<file path="src/rtl/circle_sort_arb.sv">
// circle_sort_arb: shares one rotate-sum-sort engine between two requesters.
// Each grant buffers a 16-pixel frame, replays it to the engine as a single
// contiguous burst, collects the 8 sorted results and hands them back through
// a backpressured response port. The engine is reset if it fails to answer.
//
// state   | meaning
// --------+--------------------------------------------------------------
// IDLE    | no frame in flight; arbitrate between requesters
// LOAD    | accept 16 beats from the granted requester into the frame buffer
// ISSUE   | replay frame buffer to engine, 16 back-to-back beats
// WAIT    | wait for first engine result, bounded by TIMEOUT cycles
// CAPTURE | store results 1..7 on consecutive cycles
// DRAIN   | return 8 results to owning requester, honouring resp_ready
// ABORT   | one-cycle engine reset and error pulse; frame discarded
module circle_sort_arb #(
    parameter int TIMEOUT = 100
) (
    input  logic       clk,
    input  logic       rst,
    input  logic [1:0] req_valid,
    output logic [1:0] req_ready,
    input  logic [9:0] req_data,
    input  logic [5:0] req_c1,
    input  logic [5:0] req_c2,
    output logic       eng_in_valid,
    output logic [4:0] eng_in,
    output logic [2:0] eng_circle1,
    output logic [2:0] eng_circle2,
    output logic       eng_rst_n,
    input  logic [5:0] eng_out,
    input  logic       eng_out_valid,
    output logic       resp_valid,
    input  logic       resp_ready,
    output logic       resp_id,
    output logic [5:0] resp_data,
    output logic       resp_last,
    output logic       err_timeout,
    output logic       err_id
);

    localparam int WW = $clog2(TIMEOUT + 1);
    localparam logic [WW-1:0] WAIT_LAST = WW'(TIMEOUT - 1);

    typedef enum logic [2:0] {
        S_IDLE,
        S_LOAD,
        S_ISSUE,
        S_WAIT,
        S_CAPTURE,
        S_DRAIN,
        S_ABORT
    } state_t;

    state_t          state_q, state_d;
    logic            grant_q, grant_d;
    logic            last_q, last_d;
    logic [3:0]      idx_q, idx_d;
    logic [WW-1:0]   wait_q, wait_d;
    logic [2:0]      c1_q, c1_d, c2_q, c2_d;
    logic [4:0]      frame_q [16];
    logic [4:0]      frame_d [16];
    logic [5:0]      res_q [8];
    logic [5:0]      res_d [8];

    logic [1:0]      req_ready_q, req_ready_d;
    logic            eng_in_valid_q, eng_in_valid_d;
    logic [4:0]      eng_in_q, eng_in_d;
    logic [2:0]      eng_circle1_q, eng_circle1_d;
    logic [2:0]      eng_circle2_q, eng_circle2_d;
    logic            eng_rst_n_q, eng_rst_n_d;
    logic            resp_valid_q, resp_valid_d;
    logic            resp_id_q, resp_id_d;
    logic [5:0]      resp_data_q, resp_data_d;
    logic            resp_last_q, resp_last_d;
    logic            err_timeout_q, err_timeout_d;
    logic            err_id_q, err_id_d;

    logic [4:0]      pix_sel;
    logic [2:0]      c1_sel, c2_sel;

    assign pix_sel = grant_q ? req_data[9:5] : req_data[4:0];
    assign c1_sel  = grant_q ? req_c1[5:3]   : req_c1[2:0];
    assign c2_sel  = grant_q ? req_c2[5:3]   : req_c2[2:0];

    // Next-state, datapath and registered-output computation.
    always_comb begin
        logic gnt;
        logic abort;

        gnt            = 1'b0;
        abort          = 1'b0;
        state_d        = state_q;
        grant_d        = grant_q;
        last_d         = last_q;
        idx_d          = idx_q;
        wait_d         = wait_q;
        c1_d           = c1_q;
        c2_d           = c2_q;
        frame_d        = frame_q;
        res_d          = res_q;
        req_ready_d    = 2'b00;
        eng_in_valid_d = 1'b0;
        eng_in_d       = 5'd0;
        eng_circle1_d  = 3'd0;
        eng_circle2_d  = 3'd0;
        eng_rst_n_d    = 1'b1;
        resp_valid_d   = 1'b0;
        resp_id_d      = 1'b0;
        resp_data_d    = 6'd0;
        resp_last_d    = 1'b0;
        err_timeout_d  = 1'b0;
        err_id_d       = err_id_q;

        case (state_q)
            S_IDLE: begin
                if (|req_valid) begin
                    // Contention goes to whoever was not served last.
                    gnt         = (req_valid == 2'b11) ? ~last_q : req_valid[1];
                    grant_d     = gnt;
                    last_d      = gnt;
                    idx_d       = 4'd0;
                    state_d     = S_LOAD;
                    req_ready_d = gnt ? 2'b10 : 2'b01;
                end
            end
            S_LOAD: begin
                req_ready_d = req_ready_q;
                if (req_valid[grant_q] && req_ready_q[grant_q]) begin
                    frame_d[idx_q] = pix_sel;
                    if (idx_q == 4'd0) begin
                        c1_d = c1_sel;
                        c2_d = c2_sel;
                    end
                    if (idx_q == 4'd15) begin
                        state_d        = S_ISSUE;
                        idx_d          = 4'd0;
                        req_ready_d    = 2'b00;
                        eng_in_valid_d = 1'b1;
                        eng_in_d       = frame_q[0];
                        eng_circle1_d  = c1_q;
                        eng_circle2_d  = c2_q;
                    end else begin
                        idx_d = idx_q + 4'd1;
                    end
                end
            end
            S_ISSUE: begin
                if (idx_q == 4'd15) begin
                    state_d = S_WAIT;
                    wait_d  = '0;
                end else begin
                    idx_d          = idx_q + 4'd1;
                    eng_in_valid_d = 1'b1;
                    eng_in_d       = frame_q[idx_q + 4'd1];
                end
            end
            S_WAIT: begin
                if (eng_out_valid) begin
                    res_d[0] = eng_out;
                    idx_d    = 4'd1;
                    state_d  = S_CAPTURE;
                end else if (wait_q == WAIT_LAST) begin
                    abort = 1'b1;
                end else begin
                    wait_d = wait_q + 1'b1;
                end
            end
            S_CAPTURE: begin
                if (!eng_out_valid) begin
                    abort = 1'b1;
                end else begin
                    res_d[idx_q[2:0]] = eng_out;
                    if (idx_q == 4'd7) begin
                        state_d      = S_DRAIN;
                        idx_d        = 4'd0;
                        resp_valid_d = 1'b1;
                        resp_id_d    = grant_q;
                        resp_data_d  = res_q[0];
                    end else begin
                        idx_d = idx_q + 4'd1;
                    end
                end
            end
            S_DRAIN: begin
                resp_valid_d = 1'b1;
                resp_id_d    = grant_q;
                resp_data_d  = resp_data_q;
                resp_last_d  = resp_last_q;
                if (resp_ready) begin
                    if (idx_q == 4'd7) begin
                        state_d      = S_IDLE;
                        resp_valid_d = 1'b0;
                        resp_id_d    = 1'b0;
                        resp_data_d  = 6'd0;
                        resp_last_d  = 1'b0;
                    end else begin
                        idx_d       = idx_q + 4'd1;
                        resp_data_d = res_q[idx_q[2:0] + 3'd1];
                        resp_last_d = (idx_q == 4'd6);
                    end
                end
            end
            S_ABORT: begin
                state_d = S_IDLE;
            end
            default: begin
                state_d = S_IDLE;
            end
        endcase

        // Abort is entered from WAIT or CAPTURE; outputs land with the state.
        if (abort) begin
            state_d       = S_ABORT;
            err_timeout_d = 1'b1;
            err_id_d      = grant_q;
            eng_rst_n_d   = 1'b0;
        end
    end

    // State, buffers and output registers; reset also holds the engine in reset.
    always_ff @(posedge clk) begin
        if (rst) begin
            state_q        <= S_IDLE;
            grant_q        <= 1'b0;
            last_q         <= 1'b1;
            idx_q          <= 4'd0;
            wait_q         <= '0;
            c1_q           <= 3'd0;
            c2_q           <= 3'd0;
            for (int i = 0; i < 16; i++) frame_q[i] <= 5'd0;
            for (int i = 0; i < 8; i++)  res_q[i]   <= 6'd0;
            req_ready_q    <= 2'b00;
            eng_in_valid_q <= 1'b0;
            eng_in_q       <= 5'd0;
            eng_circle1_q  <= 3'd0;
            eng_circle2_q  <= 3'd0;
            eng_rst_n_q    <= 1'b0;
            resp_valid_q   <= 1'b0;
            resp_id_q      <= 1'b0;
            resp_data_q    <= 6'd0;
            resp_last_q    <= 1'b0;
            err_timeout_q  <= 1'b0;
            err_id_q       <= 1'b0;
        end else begin
            state_q        <= state_d;
            grant_q        <= grant_d;
            last_q         <= last_d;
            idx_q          <= idx_d;
            wait_q         <= wait_d;
            c1_q           <= c1_d;
            c2_q           <= c2_d;
            frame_q        <= frame_d;
            res_q          <= res_d;
            req_ready_q    <= req_ready_d;
            eng_in_valid_q <= eng_in_valid_d;
            eng_in_q       <= eng_in_d;
            eng_circle1_q  <= eng_circle1_d;
            eng_circle2_q  <= eng_circle2_d;
            eng_rst_n_q    <= eng_rst_n_d;
            resp_valid_q   <= resp_valid_d;
            resp_id_q      <= resp_id_d;
            resp_data_q    <= resp_data_d;
            resp_last_q    <= resp_last_d;
            err_timeout_q  <= err_timeout_d;
            err_id_q       <= err_id_d;
        end
    end

    assign req_ready    = req_ready_q;
    assign eng_in_valid = eng_in_valid_q;
    assign eng_in       = eng_in_q;
    assign eng_circle1  = eng_circle1_q;
    assign eng_circle2  = eng_circle2_q;
    assign eng_rst_n    = eng_rst_n_q;
    assign resp_valid   = resp_valid_q;
    assign resp_id      = resp_id_q;
    assign resp_data    = resp_data_q;
    assign resp_last    = resp_last_q;
    assign err_timeout  = err_timeout_q;
    assign err_id       = err_id_q;

endmodule

</file>
<file path="config.mk">
export PLATFORM = sky130hd
export DESIGN_NAME = circle_sort_arb
export DESIGN_NICKNAME = d
export VERILOG_FILES = /design/src/rtl/circle_sort_arb.sv
export SDC_FILE = /design/constraint.sdc
export NUM_CORES = 1
export LEC_CHECK = 0
export CAP_MARGIN = 30
export CORE_MARGIN = 5
export CORE_UTILIZATION = 35
export CTS_BUF_LIST = sky130_fd_sc_hd__clkbuf_16
export CTS_CLUSTER_SIZE = 25
export DETAILED_ROUTE_END_ITERATION = 16
export PLACE_DENSITY = 0.61
export SLEW_MARGIN = 20
export SYNTH_ARGS = -nofsm -noshare
export SYNTH_HDL_FRONTEND = slang
export SYNTH_SLANG_ARGS = --single-unit
export TNS_END_PERCENT = 5
</file>
<file path="constraint.sdc">
create_clock -name clk -period 6 [get_ports clk]
set_input_delay 1.8 -clock clk [delete_from_list [all_inputs] [get_ports clk]]
set_output_delay 1.8 -clock clk [all_outputs]
set_load 0.02 [all_outputs]
</file>
==> metrics.md <==
| Metric | Value |
|---|---|
| Total die area | `26400 sq um` |
| H-tree depth | `4` |
| Worst Setup Start Kind | `primary input` |
| EDFF count, synth | `0` |
| Layout Skew | `0.0110 ns` |
| Worst VDD drop | `0.185 mV` |
| Clock Path Buffers | `2` |
| Cells after Synth | `803` |
| CP max-delay cell | `clkdlybuf4s50_1` |
| Sequential fraction of the synthesis area | `43.4%` |
| Data required time at the worst endpoint | `6.28 ns` |
| CP Capture Type | `flop` |
| CP Class | `primary input to flop` |
| Setup-failing EPs final | `0` |
| Initial Util | `35.7%` |
| Slew Limit Fails | `0` |
| Util after Layout | `41.2%` |
| Vias in the first global route | `5638` |
| Cts hold-fix bufs | `0` |
| Final wirelength | `19.0 mm` |
| CP cell instances | `clkdlybuf4s50_1 > inv_1 > or4_1 > nor3_4 > mux2i_1 > nor2_1` |
| Layout cells sized above 1 | `10.8%` |
| Via density | `5.17` |
| Hold Crit Class | `flop to flop` |
| Fill count | `2201` |
| WP data arrival | `4.24 ns` |
| Clock power frac | `43.0%` |
| Drt drc | `0` |
| Seq pwr share | `49.0%` |
| Ys Warns | `0` |
| Root Driver | `clkbuf_16` |
| Initial antenna violation count | `0` |
| Combinational Power Share | `8.0%` |
| GR Util All Layers | `14.5%` |
| Max Fanout on Critical Path | `17` |
| Gr ovfl total | `0` |
| R2R depth | `7` |
| ANT cells | `0` |
| Die Width | `162 microns` |
| Reg clk slew, reported paths | `0.07 ns` |
| Critical R2R Capture | `eng_in[2]$_SDFF_PP0_` |
| Switching share of power | `25.0%` |
| Clk_lat worst skew | `0.43 ns` |
| Worst-Margin Slew | `0.960 ns` |
| Hold path depth | `1` |
| Status | `finished, final reports clean` |
| Final instance area | `9380 sq um` |
| Pleak | `3.76 nW` |
| Wirelength per Cell | `16.6 microns` |
| Row count | `55` |
| Period minus WS final | `3.97 ns` |
| P per Cell Area | `258 nW/um^2` |
| Placed Area | `8830 sq um` |
| Unique masters post-synth | `61` |
| Antenna-violating nets left | `0` |
| Worst slew margin | `35.9%` |
| Ys flop type | `dfxtp_1` |
| TritonCTS clock tree | `yes` |
| Final period util | `66.1%` |
| Mapped cell area | `8120 sq um` |
| Number of synthesized register bits | `176` |
| First-pass GRT wire length | `30.9 mm` |
| Setup TNS | `0 ns` |
| Post-DP HPWL | `12.6 mm` |
| Via count | `5907` |
| Peak Freq | `252 MHz` |
| IO Pins | `60` |
| Net Switching | `0.605 mW` |
| Syn Area/Cell | `10.1 sq um` |
| GP Congestion | `0.787` |
| Nets@finish | `856` |
| Final Power | `2.42 mW` |
| Final Hold Viols | `0` |
| Num CTS Buffers | `17` |
| Pint | `1.82 mW` |
| R2R setup slack | `2.46 ns` |
| First-pass DRT Iterations | `6` |
| Max incr delay on CP | `0.83 ns` |
| Worst Hold End | `eng_circle2[0]$_SDFF_PP0_` |
| Setup Fix Bufs, Post-CTS | `0` |
| Largest net degree at the start of global routing | `89` |
| Core ar. | `22800 sq um` |
| Max_cap viols | `0` |
| Unrepaired setup endpoints after global routing | `no` |
| Hold_sp | `c2_q[0]$_SDFFE_PP0P_` |
| Layout area overhead | `15.4%` |
| Net Count, Synth | `842` |
| Port Buffers | `59` |
| Worst r2r src | `idx_q[1]$_SDFFE_PP0P_` |
| Post-CTS resize count | `0` |
| Clk sinks | `176` |
| Initial DRC Count | `293` |
| Die H | `162 microns` |
| Ys async rst share | `0%` |
[layer usage]
layer	GRT usage (%)	share of wire, %
met2	22.1	45
met5	0	0
met3	2.96	4.4
met4	5.15	2.0
met1	20.4	48
[worst max-delay path: cells and delay by family]
family / cells / cell delay, ns
and+or+nand+nor: 3 / 1.15
buffers and inverters: 2 / 1.06
muxes: 1 / 0.24
[synth_stat cells, types with 8 or more instances]
cell	instances	area (sq um)
dfxtp_1	176	3520
nor2_1	156	586
mux2i_1	135	1350
clkbuf_1	41	154
nand3_1	33	165
mux4_2	32	721
nand2_1	17	63.8
nand4_1	17	106
a21oi_1	16	80.1
o21ai_0	15	75.1
buf_2	13	65.1
a211oi_1	11	82.6
nor3_1	11	55.1
mux2_2	10	113
nand2b_1	8	50.1
nand3b_1	8	60.1
[cell type report]
type	count	area, sq um	area share, %
multi-input combinational	550	4270	45.5
sequential	176	3520	37.6
timing repair buffer	63	618	6.59
clock buffer	17	425	4.54
tap	313	392	4.18
clock inverter	15	120	1.28
inverter	9	33.8	0.360
[cell families (layout without fill, tap and decap cells)]
logic type	after synthesis	after routing	share of synthesized area [%]
and+or+nand+nor	286	286	17.2
muxes	177	177	26.9
DFF	176	176	43.4
buffers and inverters	77	104	4.13
AOI/OAI and AO/OA	75	75	6.85
xor gates and xnor gates	7	7	0.755
adders and majority gates	5	5	0.770
[worst max-delay path by stage]
stage	from	endpoint	slack (ns)	cells after the start
finish	eng_out_valid	res_q[35]$_SDFFE_PP0P_	2.03	6
floorplan	eng_out_valid	res_q[30]$_SDFFE_PP0P_	2.69	7
global placement	eng_out_valid	res_q[29]$_SDFFE_PP0P_	1.68	6
detailed placement	eng_out_valid	res_q[34]$_SDFFE_PP0P_	1.62	6
global route	eng_out_valid	res_q[29]$_SDFFE_PP0P_	1.86	6
CTS	eng_out_valid	res_q[34]$_SDFFE_PP0P_	2.07	6
[power by group through the flow]
| stage | logic [mW] | registers, mW | clock network [mW] |
|---|---|---|---|
| 6_report | 0.193 | 1.19 | 1.04 |
| 5_1_grt | 0.211 | 1.19 | 1.12 |
| 4_1_cts | 0.196 | 1.19 | 1.07 |
| 3_5_place_dp | 0.195 | 1.21 | 0 |
| 3_3_place_gp | 0.194 | 1.21 | 0 |
| 2_1_floorplan | 0.141 | 1.21 | 0 |
[placed cells by master (no fill, tap or decap), types with 4 or more instances in the layout]
master	synthesis	layout
clkbuf_16	0	17
nor2_1	156	156
nand4_1	17	17
or4_1	4	4
ha_1	5	5
nand2b_1	8	8
nand3b_1	8	8
clkdlybuf4s50_1	0	58
a211oi_1	11	11
buf_4	6	5
mux2i_1	135	135
nand3_1	33	33
xnor2_1	5	5
clkinvlp_4	0	5
and3_1	5	5
mux2_2	10	10
a221o_1	4	4
nor3_1	11	11
o21ai_0	15	15
a21oi_1	16	16
inv_1	7	8
clkinv_1	2	4
nand2_1	17	17
o211ai_1	6	6
dfxtp_1	176	175
and2_1	7	7
mux4_2	32	32
[per-stage QoR]
step	hold slack, ns	setup slack [ns]	std cells
after floorplan	0.431	2.69	803
after CTS	0.455	2.07	1143
after global routing	0.473	1.86	1143
after global placement	0.436	1.68	1111
after detailed placement	0.439	1.62	1111
final	0.454	2.03	1143
[sequential cells by signal, indices dropped and copies added (netlist names), 2 cells and up]
name         flops
eng_circle1      3
wait_q           7
c1_q             3
res_q           48
resp_data        6
frame_q         80
c2_q             3
eng_in           5
req_ready        2
state_q          3
idx_q            4
eng_circle2      3
(Power assumes the default switching activity.)
